`config.mk`:
```
export PLATFORM = sky130hd
export DESIGN_NAME = note_playback_reader
export DESIGN_NICKNAME = d
export VERILOG_FILES = /design/src/rtl/note_playback_reader.sv
export SDC_FILE = /design/constraint.sdc
export NUM_CORES = 1
export LEC_CHECK = 0
export CORE_UTILIZATION = 40
export CTS_CLUSTER_DIAMETER = 60
export DETAILED_ROUTE_END_ITERATION = 10
export PLACE_DENSITY_LB_ADDON = 0.15
export SLEW_MARGIN = 20
export SYNTH_ARGS = -nofsm -noshare
export SYNTH_HDL_FRONTEND = slang
export SYNTH_SLANG_ARGS = --single-unit
export TNS_END_PERCENT = 1
```
`constraint.sdc`:
```
create_clock -name clk -period 5.7 [get_ports clk]
set_clock_uncertainty 0.2 [all_clocks]
set_input_delay 1.14 -clock clk [delete_from_list [all_inputs] [get_ports clk]]
set_output_delay 1.14 -clock clk [all_outputs]
set_load 0.02 [all_outputs]
```
`src/rtl/note_playback_reader.sv`:
```
// Read side of the note memory: walks slots 0..last_addr, fetches each note word over a
// 1-cycle-latency read port and plays it for a fixed time followed by a silent gap.
module note_playback_reader #(
    parameter int unsigned ADDR_W      = 4,
    parameter int unsigned CNT_W       = 24,
    parameter int unsigned NOTE_CYCLES = 12_500_000,
    parameter int unsigned GAP_CYCLES  = 1_250_000
) (
    input  logic              clk,
    input  logic              reset,
    input  logic              start,
    input  logic              stop,
    input  logic              loop,
    input  logic [ADDR_W-1:0] last_addr,
    output logic [ADDR_W-1:0] mem_addr,
    input  logic [5:0]        mem_q,
    output logic [3:0]        note,
    output logic [1:0]        octave,
    output logic              note_valid,
    output logic              note_strobe,
    output logic [ADDR_W-1:0] play_index,
    output logic              busy,
    output logic              done
);

    typedef enum logic [2:0] {StIdle, StFetch, StWait, StPlay, StGap} state_t;

    localparam logic [CNT_W-1:0] NoteLoad = CNT_W'(NOTE_CYCLES - 1);
    localparam logic [CNT_W-1:0] GapLoad  = CNT_W'((GAP_CYCLES == 0) ? 0 : GAP_CYCLES - 1);
    localparam bit               HasGap   = (GAP_CYCLES != 0);

    state_t            state;
    logic [CNT_W-1:0]  cnt;
    logic [ADDR_W-1:0] last_q;
    logic              cnt_zero;
    logic              slot_end;
    logic              is_note;

    assign cnt_zero = (cnt == '0);
    // Last cycle of a slot: end of GAP, or end of PLAY when there is no gap.
    assign slot_end = cnt_zero && ((state == StPlay && !HasGap) || state == StGap);
    assign is_note  = (mem_q[3:0] < 4'd12);

    always_ff @(posedge clk) begin
        if (reset) begin
            state       <= StIdle;
            cnt         <= '0;
            last_q      <= '0;
            mem_addr    <= '0;
            note        <= '0;
            octave      <= '0;
            play_index  <= '0;
            note_valid  <= 1'b0;
            note_strobe <= 1'b0;
            busy        <= 1'b0;
            done        <= 1'b0;
        end else begin
            note_strobe <= 1'b0;
            done        <= 1'b0;
            if (stop && state != StIdle) begin
                state      <= StIdle;
                note_valid <= 1'b0;
                busy       <= 1'b0;
            end else begin
                case (state)
                    StIdle: begin
                        if (start && !stop) begin
                            mem_addr <= '0;
                            last_q   <= last_addr;
                            busy     <= 1'b1;
                            state    <= StFetch;
                        end
                    end
                    StFetch: state <= StWait;
                    StWait: begin
                        note        <= mem_q[3:0];
                        octave      <= mem_q[5:4];
                        play_index  <= mem_addr;
                        note_valid  <= is_note;
                        note_strobe <= is_note;
                        cnt         <= NoteLoad;
                        state       <= StPlay;
                    end
                    StPlay: begin
                        if (!cnt_zero) begin
                            cnt <= cnt - 1'b1;
                        end else begin
                            note_valid <= 1'b0;
                            cnt        <= GapLoad;
                            state      <= StGap;
                        end
                    end
                    StGap: begin
                        if (!cnt_zero) begin
                            cnt <= cnt - 1'b1;
                        end
                    end
                    default: state <= StIdle;
                endcase
                // Slot advance overrides the per-state next state above.
                if (slot_end) begin
                    if (mem_addr != last_q) begin
                        mem_addr <= mem_addr + 1'b1;
                        state    <= StFetch;
                    end else if (loop) begin
                        mem_addr <= '0;
                        state    <= StFetch;
                    end else begin
                        state <= StIdle;
                        busy  <= 1'b0;
                        done  <= 1'b1;
                    end
                end
            end
        end
    end

endmodule

```
==> Implementation_results.wiki, run 1 <==
{| class="wikitable"
! Metric !! Value
|-
| Dpl ws || 2.35 ns
|-
| Area fraction of the dominant cell type after synthesis || 0.387
|-
| Worst Setup End Kind || flip-flop
|-
| Uppermost layer routed || met4
|-
| Library cells used by synthesis || 57
|-
| HP Start || play_index[0]
|-
| Floorplan die height || slightly above 80 µm
|-
| Most used cells in the layout excluding fill and tap cells || dfxtp_1 (49), nand2_1 (37), a21oi_1 (37)
|-
| Endpoint of the worst hold-timing path || play_index[0]
|-
| Layout Utilization || 0.496
|-
| End of the worst register-to-register path || cnt[9]
|-
| Cts-stage hold buffer count || 0
|-
| Final HPWL DP || 4760 µm
|-
| Number of slew-limit violations in the final report || 0
|-
| Simple-gate area share of the yosys netlist || 0.288
|-
| Number of register bits inferred by synthesis || 49
|-
| Mux contribution to synthesized area || 0.0202
|-
| # diodes || 0
|-
| Fraction of synthesized cell area in xor and xnor cells || 0.0277
|-
| X dimension of the die || 81.6 µm
|-
| Clock insertion delay at the later pin of the skew report || 0.31 ns
|-
| Worst min-delay path category || flip-flop to flip-flop
|-
| Filler Cells Inserted || 594
|-
| Post-Place Cell Area || 0.00290 mm²
|-
| Highest clock rate || between 300 and 400 MHz
|-
| First-pass DRT Iterations || 5
|-
| Via count of the first global-routing pass || 2186
|-
| Wire length on met2 || 3020 µm
|-
| Post-synth top flop || dfxtp_1
|-
| CTS tree || built
|-
| Grt ovf || 0
|-
| Effective utilization at floorplan || 0.420
|-
| Global-route wire length before repair || between 10000 and 15000 µm
|-
| Clock-pin slew of the registers on the worst-case setup and hold paths || roughly 0.1 ns
|-
| Leakage power figure || 1.06 nW
|-
| Most common library cell in the layout ignoring fill and taps || dfxtp_1
|-
| Total of buffers placed on input and output ports || 32
|-
| Clock Tree Buf Depth || 2
|-
| Gate count after technology mapping || 306
|-
| Critical path data arrival time || 3.11 ns
|-
| Number of buffers created by CTS || 5
|-
| DRC viols || 0
|-
| Proportion of synthesized chip area in sequential cells || 0.387
|-
| Maximum fanout along the worst path || 11
|-
| Number of core rows || 28
|-
| Total power draw || 0.711 mW
|-
| Type of origin of the critical path || input port
|-
| Shortest clock period the worst path allows after layout || 3.08 ns
|-
| Synth Cell Area || 0.00253 mm²
|-
| Core ar. || 0.00603 mm²
|-
| Final hold violation count || 0
|-
| Wl on met1 || 3070 µm
|-
| Setup repair bufs after CTS || 0
|-
| Final worst slack || approximately 2.6 ns
|-
| Outcome || finished clean
|-
| Worst setup path class || input port to flip-flop
|-
| Top cell type by total area after synthesis || dfxtp_1
|-
| Total area of sequential cells || 981 µm²
|-
| Last weighted congestion value of the routability-driven placer || a little under 0.9
|-
| Slack of the worst reg-to-reg path || roughly 2.9 ns
|-
| Least-Margin Pin Slew || 0.834 ns
|-
| Post-Syn Nets || roughly 320
|-
| Final TNS setup || 0 ns
|-
| Start of the worst register-to-register path || cnt[0]
|-
| Largest net degree at the start of global routing || 24
|-
| Adder and majority cell fraction of the synthesized area || 0.00988
|-
| Post-CTS sizing || 0
|-
| Layout cells sized above 1 || 0.0714
|-
| Total track usage || 0.213
|-
| Cell area after layout || ~0.003 mm²
|-
| Number of nets in the final layout || 352
|-
| Period utilisation layout || 0.540
|-
| Post-route non-filler standard cell count || 411
|-
| Data required time at the worst endpoint || 5.73 ns
|-
| Footprint of the multi-input gates || 0.00145 mm²
|-
| Number of primary I/O pins || 33
|-
| Unrepaired setup endpoints after global routing || false
|-
| Die ar. || between 0.006 and 0.007 mm²
|-
| Number of DRC markers after the initial detailed-route iteration || between 150 and 200
|-
| Most area-consuming cells after synthesis || dfxtp_1 (39%), a21oi_1 (7.3%), nand2_1 (5.5%)
|-
| Worst Hold Slack || 0.260 ns
|-
| Number of levels the H-tree was split into || 2
|-
| Total Wirelength || between 6000 and 7000 µm
|-
| Reported max-cap violation count || 0
|-
| Complex-gate fraction of the synthesized area || 0.227
|-
| Hold path depth || 2
|-
| Number of cells on the worst reg-to-reg path || 7
|-
| Power per Cell Area || 238 mW/mm²
|-
| Synth warnings || 0
|-
| Async set or reset register ratio after synthesis || 0
|-
| WL per Instance || 15.9 µm
|-
| Sinks on Clock Net || 49
|-
| Number of routed nets with antenna violations || 0
|-
| Initial antenna violation count || 0
|-
| Main combinational cell family by area after synthesis || simple AND/OR/NAND/NOR gates
|-
| Final setup violation count || 0
|-
| Area added between synthesis and finish || 18.0%
|-
| Synthesized area per cell || 8.28 µm²
|-
| CTS root buf || clkbuf_8
|-
| Placed insts || 403
|-
| Detailed-route vias per instance || 5.92
|-
| Met3 WL post-DR || about 330 µm
|-
| Worst slew margin relative to its limit || 0.444
|-
| Count of flip-flops with a built-in enable after synthesis || 0
|-
| Via count || about 2400
|-
| Worst voltage drop across the vdd grid || 108 µV
|}
-- power breakdown --
group / switching, mW / total, mW / internal [mW]
Sequential: 0.00843 / 0.358 / 0.350
Clock: 0.121 / 0.209 / 0.0878
Combinational: 0.0933 / 0.144 / 0.0511
Total: 0.223 / 0.711 / 0.489
-- area by class of cell --
cell class,count,share of cell area
Tap cell,75,0.0314
Clock buffer,6,0.0243
Timing Repair Buffer,35,0.115
Inverter,9,0.0113
Sequential cell,49,0.328
Multi-Input combinational cell,235,0.486
Clock inverter,2,0.00460
-- worst max-delay path: stages --
cell	delay, ns
clkdlybuf4s50_1	0.56
a21o_1	0.30
nor2_1	0.59
a21boi_1	0.31
a31oi_1	0.20
-- registers in the layout, indices dropped and copies added, names as in the netlist, 2 cells and up --
register and flops:
note 4, mem_addr 4, octave 2, last_q 4, state 3, play_index 4, cnt 24
-- cells by family after synthesis --
logic type / after synthesis
DFF: 49
xor gates and xnor gates: 8
AOI/OAI and AO/OA: 89
buffers and inverters: 22
muxes: 5
and+or+nand+nor: 131
adders and majority gates: 2
-- layer usage --
layer | up-vias | global-route usage
met4 | 0 | 0.0930
li1 | 1208 | -
met2 | 72 | 0.331
met3 | 11 | 0.0411
met5 | - | 0
met1 | 1144 | 0.286
-- Yosys cell counts, drive strengths merged (5+ instances only) --
cell     n
clkbuf   8
nor2    19
or3      8
nor4     9
a211oi   5
nand2b   6
nand3    6
buf      5
nand2   37
a21oi   38
or4     10
xnor2    5
dfxtp   49
inv      9
o21ai   12
nor3    14
nand4    9
a31oi    6
-- how the worst max path moves through the flow --
stage / start / end / slack, ns / depth (start not counted)
after floorplan: stop / mem_addr[0] / 2.78 / 5
after global placement: stop / cnt[23] / 2.38 / 5
after detailed placement: stop / cnt[23] / 2.35 / 5
after CTS: stop / cnt[17] / 2.66 / 5
after global routing: stop / cnt[1] / 2.38 / 5
final: stop / cnt[17] / 2.62 / 5
Power figures use the tool's default switching activity.
==> run 2: changes to the inputs <==
clock period = 2.7 ns   (was 5.7 ns; I/O delays follow)
==> Implementation_results.wiki, run 2 (same netlist as run 1, synthesis figures left out) <==
{| class="wikitable"
! Metric !! Value
|-
| Combinational group share of total power || 0.219
|-
| Highest clock rate || 385 MHz
|-
| First-pass DRT Iterations || 4
|-
| Number of cells on the worst reg-to-reg path || 7
|-
| Worst Setup End Kind || flip-flop
|-
| Worst slew margin relative to its limit || 0.645
|-
| Hold path depth || 2
|-
| Type of origin of the critical path || flip-flop
|-
| Leakage power figure || approximately 1.2 nW
|-
| Floorplan die height || 81.6 µm
|-
| Number of core rows || 28
|-
| Shortest clock period the worst path allows after layout || around 2.6 ns
|-
| Last weighted congestion value of the routability-driven placer || about 0.90
|-
| Maximum fanout along the worst path || 9
|-
| Total Wirelength || 7010 µm
|-
| Number of levels the H-tree was split into || 2
|-
| Most used cells in the layout excluding fill and tap cells || dfxtp_1 (49), nand2_1 (37), a21oi_1 (37)
|-
| Effective utilization at floorplan || 0.420
|-
| Total track usage || 0.222
|-
| Least-Margin Pin Slew || about 0.53 ns
|-
| Reported max-cap violation count || 0
|-
| Worst voltage drop across the vdd grid || between 200 and 300 µV
|-
| Largest register by flop count || cnt
|-
| Clock-pin slew of the registers on the worst-case setup and hold paths || 0.09 ns
|-
| Critical path data arrival time || 2.62 ns
|-
| # diodes || 0
|-
| Final setup violation count || 0
|-
| Setup repair bufs after CTS || 0
|-
| Clock Tree Buf Depth || 2
|-
| Part of the power in registers || 0.450
|-
| Unrepaired setup endpoints after global routing || false
|-
| CTS tree || built
|-
| Grt ovf || 0
|-
| Cts-stage hold buffer count || 0
|-
| Most common library cell in the layout ignoring fill and taps || dfxtp_1
|-
| Layout cells sized above 1 || 0.146
|-
| Number of DRC markers after the initial detailed-route iteration || 158
|-
| Dpl ws || 0.0474 ns
|-
| Power per Cell Area || 517 mW/mm²
|-
| Total of buffers placed on input and output ports || 32
|-
| Final hold violation count || 0
|-
| Number of buffers created by CTS || 5
|-
| Initial antenna violation count || 0
|-
| Largest net degree at the start of global routing || 32
|-
| Period utilisation layout || 0.962
|-
| Area added between synthesis and finish || 28.1%
|-
| Layout Utilization || 0.539
|-
| Via count of the first global-routing pass || 2234
|-
| Number of primary I/O pins || 33
|-
| Number of nets in the final layout || approximately 380
|-
| DRC viols || 0
|-
| Clock insertion delay at the later pin of the skew report || about 0.31 ns
|-
| Sinks on Clock Net || 49
|-
| Detailed-route vias per instance || 5.67
|-
| Placed insts || 429
|-
| Switching part of the total || 0.291
|-
| Die ar. || approximately 0.0067 mm²
|-
| X dimension of the die || 81.6 µm
|-
| Post-route non-filler standard cell count || 437
|-
| Switching power of the nets || 0.488 mW
|-
| Total power draw || 1.68 mW
|-
| Post-CTS sizing || 0
|-
| Number of routed nets with antenna violations || 0
|-
| Final HPWL DP || 5180 µm
|-
| Worst min-delay path category || flip-flop to flip-flop
|-
| Core ar. || 0.00603 mm²
|-
| Final TNS setup || 0 ns
|-
| Number of slew-limit violations in the final report || 0
|-
| CTS root buf || clkbuf_8
|-
| Global-route wire length before repair || 11200 µm
|-
| Clock share of power || 0.331
|-
| Worst setup path class || flip-flop to flip-flop
|-
| WL per Instance || between 15 and 20 µm
|-
| Data required time at the worst endpoint || between 2 and 3 ns
|-
| Outcome || finished clean
|-
| Via count || roughly 2500
|-
| Internal power || 1.19 mW
|-
| Max FFs per register || 24
|-
| Final worst slack || around 0.10 ns
|}
-- run 2: final timing paths --
path	start	endpoint	slack (ns)
worst max-delay path	cnt[1]	state[0]	0.10
worst min-delay path	note_valid	note_valid	0.26
worst max register to register	cnt[1]	state[0]	0.10
worst min register to register	note_valid	note_valid	0.26
-- run 2: layer usage --
layer,global-route usage,wire length (µm),part of all wire
met1,0.312,3310,0.47
met2,0.344,3240,0.46
met3,0.0367,385,0.055
met4,0.0684,68,0.0097
met5,0,0,0
-- run 2: layout make-up --
cell class              instances  area [µm²]
well taps                      75        93.8
inverters                       9        33.8
repair buffers                 61         551
clock inverters                 2        37.5
flip-flops and latches         49         981
multi-input cells             235        1470
fillers                       602        2780
clock buffers                   6        82.6
-- run 2: worst max-delay path: stages, from the launching register on --
cell and delay [ns]:
dfxtp_1 0.33, inv_1 0.05, ha_1 0.17, or3b_4 0.42
or4_4 0.60, o41a_1 0.43, a2bb2oi_1 0.14, a311oi_2 0.17
-- run 2: through the flow --
stage               hold WS [ns]  cell area (µm²)
finish                     0.262             3250
global route               0.280             3250
CTS                        0.266             3230
detailed placement         0.252             3110
global placement           0.243             3110
floorplan                  0.265             2530
-- run 2: power by group through the flow --
stage | registers [mW] | clock network, mW | logic (mW)
after detailed placement | 0.770 | 0 | 0.357
after global placement | 0.770 | 0 | 0.357
after floorplan | 0.770 | 0 | 0.215
final | 0.754 | 0.555 | 0.368
after global routing | 0.757 | 0.601 | 0.396
after CTS | 0.753 | 0.571 | 0.358
